### src/rtl/fe_pkg.sv
// Shared definitions for the front-end request arbiter: register map and FSM encoding.
package fe_pkg;

    // FE register window addresses
    localparam logic [1:0] FE_REG_GRANT = 2'd0;
    localparam logic [1:0] FE_REG_RQ    = 2'd1;
    localparam logic [1:0] FE_REG_DROP  = 2'd2;
    localparam logic [1:0] FE_REG_INFO  = 2'd3;

    // Arbiter FSM states
    typedef enum logic [1:0] {
        ST_IDLE  = 2'd0,
        ST_GRANT = 2'd1,
        ST_HOLD  = 2'd2
    } fe_state_e;

    // Increment an index modulo n
    function automatic int unsigned wrap_inc(input int unsigned idx, input int unsigned n);
        return ((idx + 1) >= n) ? 0 : (idx + 1);
    endfunction

endpackage

### src/rtl/rr_pick.sv
// Combinational round-robin selector: first set bit at or after a pointer, wrapping modulo N.
module rr_pick #(
    parameter int unsigned N   = 4,
    parameter int unsigned IDW = 2
) (
    input  logic [N-1:0]   i_vec,
    input  logic [IDW-1:0] i_ptr,
    output logic [IDW-1:0] o_idx,
    output logic           o_valid
);

    // Scan positions ptr, ptr+1, ... (mod N) and take the first requester found
    always_comb begin
        int unsigned w_pos;
        o_idx   = '0;
        o_valid = 1'b0;
        w_pos   = 0;
        for (int unsigned k = 0; k < N; k++) begin
            w_pos = (32'(i_ptr) + k) % N;
            for (int unsigned b = 0; b < N; b++) begin
                if (!o_valid && (b == w_pos) && i_vec[b]) begin
                    o_idx   = IDW'(b);
                    o_valid = 1'b1;
                end
            end
        end
    end

endmodule

### src/rtl/fe_req_arb.sv
// Round-robin arbiter sharing the FE Avalon data channel between N requesting devices.
module fe_req_arb
    import fe_pkg::*;
#(
    parameter int unsigned N     = 4,
    parameter int unsigned IDW   = 2,
    parameter int unsigned DROPW = 16
) (
    input  logic         clk,
    input  logic         reset,
    input  logic [N-1:0] dev_rq,
    output logic [N-1:0] dev_write,
    output logic [31:0]  dev_writedata,
    input  logic [1:0]   s_address,
    input  logic         s_read,
    output logic [31:0]  s_readdata,
    input  logic         s_write,
    input  logic [31:0]  s_writedata
);

    fe_state_e        r_state;
    fe_state_e        w_state_nxt;
    logic [N-1:0]     r_rq_q;
    logic [IDW-1:0]   r_grant;
    logic [IDW-1:0]   w_grant_nxt;
    logic [IDW-1:0]   r_rr_ptr;
    logic [IDW-1:0]   w_ptr_nxt;
    logic [IDW-1:0]   w_grant_inc;
    logic [IDW-1:0]   w_pick_idx;
    logic             w_pick_valid;
    logic             r_post_hold;
    logic             w_strobe;
    logic             w_fe_data_wr;
    logic             w_drop_wr;
    logic             w_drop_clr;
    logic             w_grant_rq;
    logic [N-1:0]     w_grant_oh;
    logic [N-1:0]     w_arb_vec;
    logic [DROPW-1:0] r_drop_cnt;
    logic             w_unused_read;

    // Reads carry no side effects; the strobe is not needed to form read data
    assign w_unused_read = s_read;

    assign w_fe_data_wr = s_write && (s_address == FE_REG_GRANT);
    assign w_drop_clr   = s_write && (s_address == FE_REG_RQ);
    assign w_drop_wr    = w_fe_data_wr && (r_state != ST_GRANT);
    assign w_grant_inc  = IDW'(wrap_inc(32'(r_grant), N));
    assign w_grant_rq   = |(r_rq_q & w_grant_oh);

    // One-hot decode of the current grant index
    always_comb begin
        w_grant_oh = '0;
        for (int unsigned b = 0; b < N; b++) begin
            if (32'(r_grant) == b) begin
                w_grant_oh[b] = 1'b1;
            end
        end
    end

    // The just-serviced device is hidden for the IDLE cycle after HOLD to absorb its request-clear latency
    assign w_arb_vec = r_post_hold ? (r_rq_q & ~w_grant_oh) : r_rq_q;

    rr_pick #(
        .N   (N),
        .IDW (IDW)
    ) u_rr_pick (
        .i_vec   (w_arb_vec),
        .i_ptr   (r_rr_ptr),
        .o_idx   (w_pick_idx),
        .o_valid (w_pick_valid)
    );

    // Next-state logic: arbitrate in IDLE, service or abandon in GRANT, single-cycle HOLD
    always_comb begin
        w_state_nxt = r_state;
        w_grant_nxt = r_grant;
        w_ptr_nxt   = r_rr_ptr;
        w_strobe    = 1'b0;
        case (r_state)
            ST_IDLE: begin
                if (w_pick_valid) begin
                    w_grant_nxt = w_pick_idx;
                    w_state_nxt = ST_GRANT;
                end
            end
            ST_GRANT: begin
                if (w_fe_data_wr) begin
                    w_strobe    = 1'b1;
                    w_ptr_nxt   = w_grant_inc;
                    w_state_nxt = ST_HOLD;
                end else if (!w_grant_rq) begin
                    w_ptr_nxt   = w_grant_inc;
                    w_state_nxt = ST_IDLE;
                end
            end
            ST_HOLD: begin
                w_state_nxt = ST_IDLE;
            end
            default: begin
                w_state_nxt = ST_IDLE;
            end
        endcase
    end

    // FSM state, grant, pointer and request sampling registers
    always_ff @(posedge clk or negedge reset) begin
        if (!reset) begin
            r_state     <= ST_IDLE;
            r_grant     <= '0;
            r_rr_ptr    <= '0;
            r_post_hold <= 1'b0;
            r_rq_q      <= '0;
        end else begin
            r_state     <= w_state_nxt;
            r_grant     <= w_grant_nxt;
            r_rr_ptr    <= w_ptr_nxt;
            r_post_hold <= (r_state == ST_HOLD);
            r_rq_q      <= dev_rq;
        end
    end

    // One-cycle write strobe to the granted device, with data captured from the FE
    always_ff @(posedge clk or negedge reset) begin
        if (!reset) begin
            dev_write     <= '0;
            dev_writedata <= '0;
        end else begin
            dev_write <= w_strobe ? w_grant_oh : '0;
            if (w_strobe) begin
                dev_writedata <= s_writedata;
            end
        end
    end

    // Saturating count of FE data writes arriving with no grant; clear has priority
    always_ff @(posedge clk or negedge reset) begin
        if (!reset) begin
            r_drop_cnt <= '0;
        end else if (w_drop_clr) begin
            r_drop_cnt <= '0;
        end else if (w_drop_wr && (r_drop_cnt != '1)) begin
            r_drop_cnt <= r_drop_cnt + DROPW'(1);
        end
    end

    // FE register read mux
    always_comb begin
        s_readdata = '0;
        case (s_address)
            FE_REG_GRANT: begin
                s_readdata[31]      = (r_state == ST_GRANT);
                s_readdata[IDW-1:0] = r_grant;
            end
            FE_REG_RQ: begin
                s_readdata[N-1:0] = r_rq_q;
            end
            FE_REG_DROP: begin
                s_readdata[DROPW-1:0] = r_drop_cnt;
            end
            default: begin
                s_readdata[7:0] = 8'(N);
            end
        endcase
    end

endmodule

### config.mk
export PLATFORM = sky130hd
export DESIGN_NAME = fe_req_arb
export DESIGN_NICKNAME = d
export VERILOG_FILES = /design/src/rtl/fe_pkg.sv /design/src/rtl/rr_pick.sv /design/src/rtl/fe_req_arb.sv
export SDC_FILE = /design/constraint.sdc
export NUM_CORES = 1
export LEC_CHECK = 0
export CAP_MARGIN = 10
export CORE_ASPECT_RATIO = 0.6
export CORE_MARGIN = 4
export CORE_UTILIZATION = 41
export DETAILED_ROUTE_END_ITERATION = 6
export GPL_TIMING_DRIVEN = 1
export PLACE_DENSITY = 0.85
export SYNTH_ARGS = -nofsm -noshare
export SYNTH_HDL_FRONTEND = slang
export SYNTH_HIERARCHICAL = 1
export SYNTH_SLANG_ARGS = --single-unit
### constraint.sdc
create_clock -name clk -period 1.7 [get_ports clk]
set_clock_uncertainty 0.05 [all_clocks]
set_input_delay 0.255 -clock clk [delete_from_list [all_inputs] [get_ports clk]]
set_output_delay 0.255 -clock clk [all_outputs]
set_load 0.005 [all_outputs]
# After elaboration in Yosys (flattened, before gate mapping)

Cells that the tools add are included.

Reductions and logical operators: 62
Eq/ne operators: 24
Add/subtract/negate cells: 5
Bitwise operators: 3
Mux-type cells: 53
Magnitude comparators: 1

Operator list:

| cell                  | count |
|---|---|
| $logic_not 32->1      | 4 |
| $mux 2                | 20 |
| $logic_and 1x1->1     | 35 |
| $mux 16               | 2 |
| $mux 1                | 24 |
| $add 16x1->16 const B | 1 |
| $eq 2x2->1 const A    | 8 |
| $ne 16x16->1 const B  | 1 |
| $logic_not 1->1       | 15 |
| $mux 4                | 3 |
| $pmux 2 s3            | 2 |
| $and 4x4->4           | 2 |
| $eq 1x2->1 const A    | 4 |
| $eq 2x2->1 const B    | 4 |
| $mux 8                | 1 |
| $eq 2x1->1 const B    | 3 |
| $logic_not 2->1       | 3 |
| $reduce_and 2->1      | 3 |
| $add 2x2->2 const B   | 2 |
| $ne 2x1->1 const B    | 2 |
| $not 4->4             | 1 |
| $pmux 2 s2            | 1 |
| $reduce_or 4->1       | 1 |
| $add 2x1->3 const B   | 1 |
| 5 further kinds       | 5 |

Output and inout bits: 68
Logic and storage cells: 156
Flip-flop bits (word level): 63

# Longest topological paths before layout

Depth in word-level cells: 69
Depth in mapped cells: 9

# Cells and area by module

The synthesis kept the hierarchy.

Modules (own cells, without submodules):

| module     | area an instance (µm²) | cells each | times used | sequential area each (µm²) |
|---|---|---|---|---|
| fe_req_arb | 3020.4                 | 258        | 1          | 1576.5 |
| rr_pick    | 77.6                   | 15         | 1          | 0.0 |

# Least setup slack after synthesis

Ideal clock, no wire load.

Kind: reg2reg
From: register r_drop_cnt[0]
To: register r_drop_cnt[5]
Path slack: 52 ps
Buffers on the path: 1
Library setup time: 132 ps
Period minus slack after synthesis: 1648 ps
Cell stages (with the launch flop): 8
Arrival time: 1467 ps
Cell sequence: dfrtp_1 -> ha_1 -> nand2_1 -> nor4_2 -> buf_2 -> a211oi_1 -> xnor2_1 -> nor2_1

Cells in the longest elaborated chain, start to end: 3
Elaborated cells on any way between the ends: 6
Those cells by class: add/sub: 1; eq/ne: 1; mux: 2; reduce/logical: 2

RTL lines:

| item                                                 | line                                 | text |
|---|---|---|
| start: declaration                                   | fe_req_arb.sv:39                     | `logic [DROPW-1:0] r_drop_cnt;` |
| start signal: assignment                             | fe_req_arb.sv:143                    | `r_drop_cnt <= r_drop_cnt + DROPW'(1);` |
| $add 16x1->16 / $ne 16x16->1 (equally long branches) | fe_req_arb.sv:143, fe_req_arb.sv:142 |  |
| $mux 16 / $logic_and 1x1->1 (equally long branches)  | fe_req_arb.sv:142                    | `end else if (w_drop_wr && (r_drop_cnt != '1)) begin` |
| $mux 16 / $reduce_bool 2->1 (equally long branches)  | --                                   |  |

Parallel ways exist; a longest one is shown, timed or not. The select of a mux whose other input is x is not followed.
A chain may end at the register's enable or synchronous reset.

# Final worst setup path

From: register r_drop_cnt[7]
To: register r_drop_cnt[3]

Cells in the longest elaborated chain, start to end: 3

RTL lines:

| item                        | line |
|---|---|
| $ne 16x16->1                | fe_req_arb.sv:142 |
| $logic_and 1x1->1           | fe_req_arb.sv:142 |
| $reduce_bool 2->1 (no line) | -- |

No other way between the ends.

==> results.cfg <==
[die]
chipHeight_um = 75.3
initial_utilization = 0.425
core_sq_mm = 0.00730
fp.dieW_um = 120
rows = 24
ios = 110
die-area_sq_mm = 0.00906

[timing]
min_period_over_period = 1.02
fin_crit_ps = 1730
report.final.hold_viol_count = 0
rsz0062_at_grt = yes
worst_slack_ps = -28.1
whs_ps = 317
clock.fmax_mhz = 579
setup_viol = 3
slew_violations = 0

[synth]
synth-edff-count = 0
yosys.area_share.xor_xnor = 0.0254
synth_area_leaders = dfrtp_1 51%, mux2_2 12%, buf_4 4.4%
yosysSeqAreaShare = 0.509
syn-cell-area_sq_mm = 0.00310
yosys.area.top_type = dfrtp_1
async_flop_share = 1.00
synthMuxAreaShare = 0.133
synth-simple-area-share = 0.167
syn_inst = 273
synthTopCellsByCount = 63 x dfrtp_1, 32 x mux2_2, 18 x buf_4, 18 x nand2_1, 16 x nor2_1
synthMostInstantiatedCell = dfrtp_1
synth_cell_types = 45
synth_compound_area_frac = 0.0816
yosysWarnings = 6
ys_ff_latch = 63
synth_top_family_by_area = simple AND/OR/NAND/NOR gates
yosys.area.top_type_share = 0.509
avgSynthCellArea_sq_um = 11.3
synthFlopType = dfrtp_1
yosys.area_share.adder = 0.0202

[clock_network]
numClockSinks = 63
cts_tree = yes
cts-root-buf = clkbuf_16
clockBufferDepth = 2
cts_buffers = 9
h-tree-depth = 3
cts.clk_slew.worst_paths_ps = 60
clock_latency_ps = 330

[min_path]
hp-class = in -> reg

[final_layout]
final_util = 0.712
nFillCells = 492
finalNetCount = 483
drive_above_1_share = 0.372
areaGrowthSynthToFinish_pct = 67.7
design_area_sq_mm = 0.00520
final_cells = 545
n_antenna_cell = 0

[route]
firstDrtPassIters = 4
post-route-drc-count = 0
drtIter0Drc = 227
drt_wl_total_um = 9420
via_per_inst = 4.99
vias = 2717
wl_per_cell_um = 17.3
ant_nets = 0

[run_status]
run_status = finished with violations
violations = negative setup slack

[global_route]
grt_max_degree = 64
grt_overflow = 0
antenna_found_initial = 0
grt_pass1_wl_um = 14000
grt_pass1_vias = 2697
track_usage = 0.202

[power_and_ir_drop]
peakVddDrop_v = 0.000602
power_mw = 7.03
leakage_nw = 2.34
power_density_mw_per_mm2 = 1350

[worst_setup_path]
path_class = reg -> reg
crit_path_end_kind = flop
arrival_ps = 1930
cp.required_ps = 1900
crit_fanout = 5
start_kind = flop

[placed_design]
dp.cells = 501
gp_congestion = 0.838
place_hpwl_um = 6040
place_area_sq_mm = 0.00437
io_buffers = 93

[run]
max_cap_viol_count = 0
[kinds of logic (layout without fill, tap and decap cells)]
logic type / count (synthesis) / in the layout
XOR/XNOR: 9 / 9
AND/OR/NAND/NOR: 88 / 88
adder cells (fa/ha/maj): 5 / 5
flip-flops: 63 / 63
other: 1 / 15
AO/OA/AOI/OAI: 39 / 39
multiplexers: 37 / 37
buffers and inverters: 31 / 185
[placed cells by master, fill, tap and decap left out, drive strengths merged, types with 3 or more instances in the layout]
cell / instances
and2: 14
nand2: 18
dlygate4sd2: 12
nand3: 7
ha: 5
nor4: 3
nand4: 7
a21oi: 11
clkdlybuf4s15: 5
o21ai: 9
xnor2: 7
clkbuf: 13
nor2: 17
buf: 69
a211oi: 4
mux2i: 4
and3: 8
a21boi: 4
dfrtp: 63
nand2b: 3
nor2b: 4
conb: 15
inv: 7
mux2: 33
clkdlybuf4s50: 72
clkinv: 3
[layer usage]
metal	GRT usage	wire (um)	up-vias
met5	0	0	-
met4	0.0616	140	0
met3	0.0601	794	14
met2	0.321	4290	123
met1	0.273	4190	1324
li1	-	-	1256
[critical path: stages, from the launching register on]
cell     delay [ps]
dfrtp_1         350
nand4_1         210
nor4_2          410
buf_4           220
a21oi_2         100
nand4_1         130
mux2i_1         180
[per-stage QoR]
stage	setup slack [ps]	setup TNS, ps
after detailed placement	-482	-27160
final	-28.1	-36.4
after CTS	-19.9	-234
after global placement	-447	-25990
after floorplan	51.5	0
after global routing	-163	-596
[registers in the layout, summed over array words and instances (netlist names)]
name / flops
r_rr_ptr: 2
dev_write: 4
r_post_hold: 1
dev_writedata: 32
r_drop_cnt: 16
r_grant: 2
r_rq_q: 4
r_state: 2
[worst paths after layout]
kind	slack, ps	cells past startpoint	start	endpoint
worst max-delay path	-30	6	r_drop_cnt[7]$_DFFE_PN0P_	r_drop_cnt[3]$_DFFE_PN0P_
worst min-delay path	320	1	dev_rq[2]	r_rq_q[2]$_DFF_PN0_
worst max register to register	-30	6	r_drop_cnt[7]$_DFFE_PN0P_	r_drop_cnt[3]$_DFFE_PN0P_
worst min register to register	440	1	dev_writedata[18]$_DFFE_PN0P_	dev_writedata[18]$_DFFE_PN0P_
max in group asynchronous	870	3	reset	r_grant[0]$_DFFE_PN0P_
min in group asynchronous	430	3	reset	dev_writedata[1]$_DFFE_PN0P_
[final cells by class]
type	count	area [sq um]	share of cell area
flip-flops and latches	63	1580	0.304
clock buffers	10	239	0.0460
inverters	7	28.8	0.00554
repair buffers	162	1570	0.302
well taps	104	130	0.0250
multi-input cells	193	1560	0.300
clock inverters	6	93.8	0.0181
[where the power goes]
| group | total, mW | internal (mW) | switching [mW] |
|---|---|---|---|
| Combinational | 2.69 | 1.71 | 0.983 |
| Sequential | 2.31 | 1.99 | 0.323 |
| Clock | 2.03 | 1.33 | 0.699 |
[what timing repair did]
item                                   4_1_cts  5_1_grt
hold buffers                                 1        0
setup endpoints to repair                   58       55
endpoints found under the hold margin       63        0
resized for setup                           60       41
gates cloned                                 3        2
pin swaps                                    5       21
setup buffers                               11       12
(Power assumes the default switching activity.)
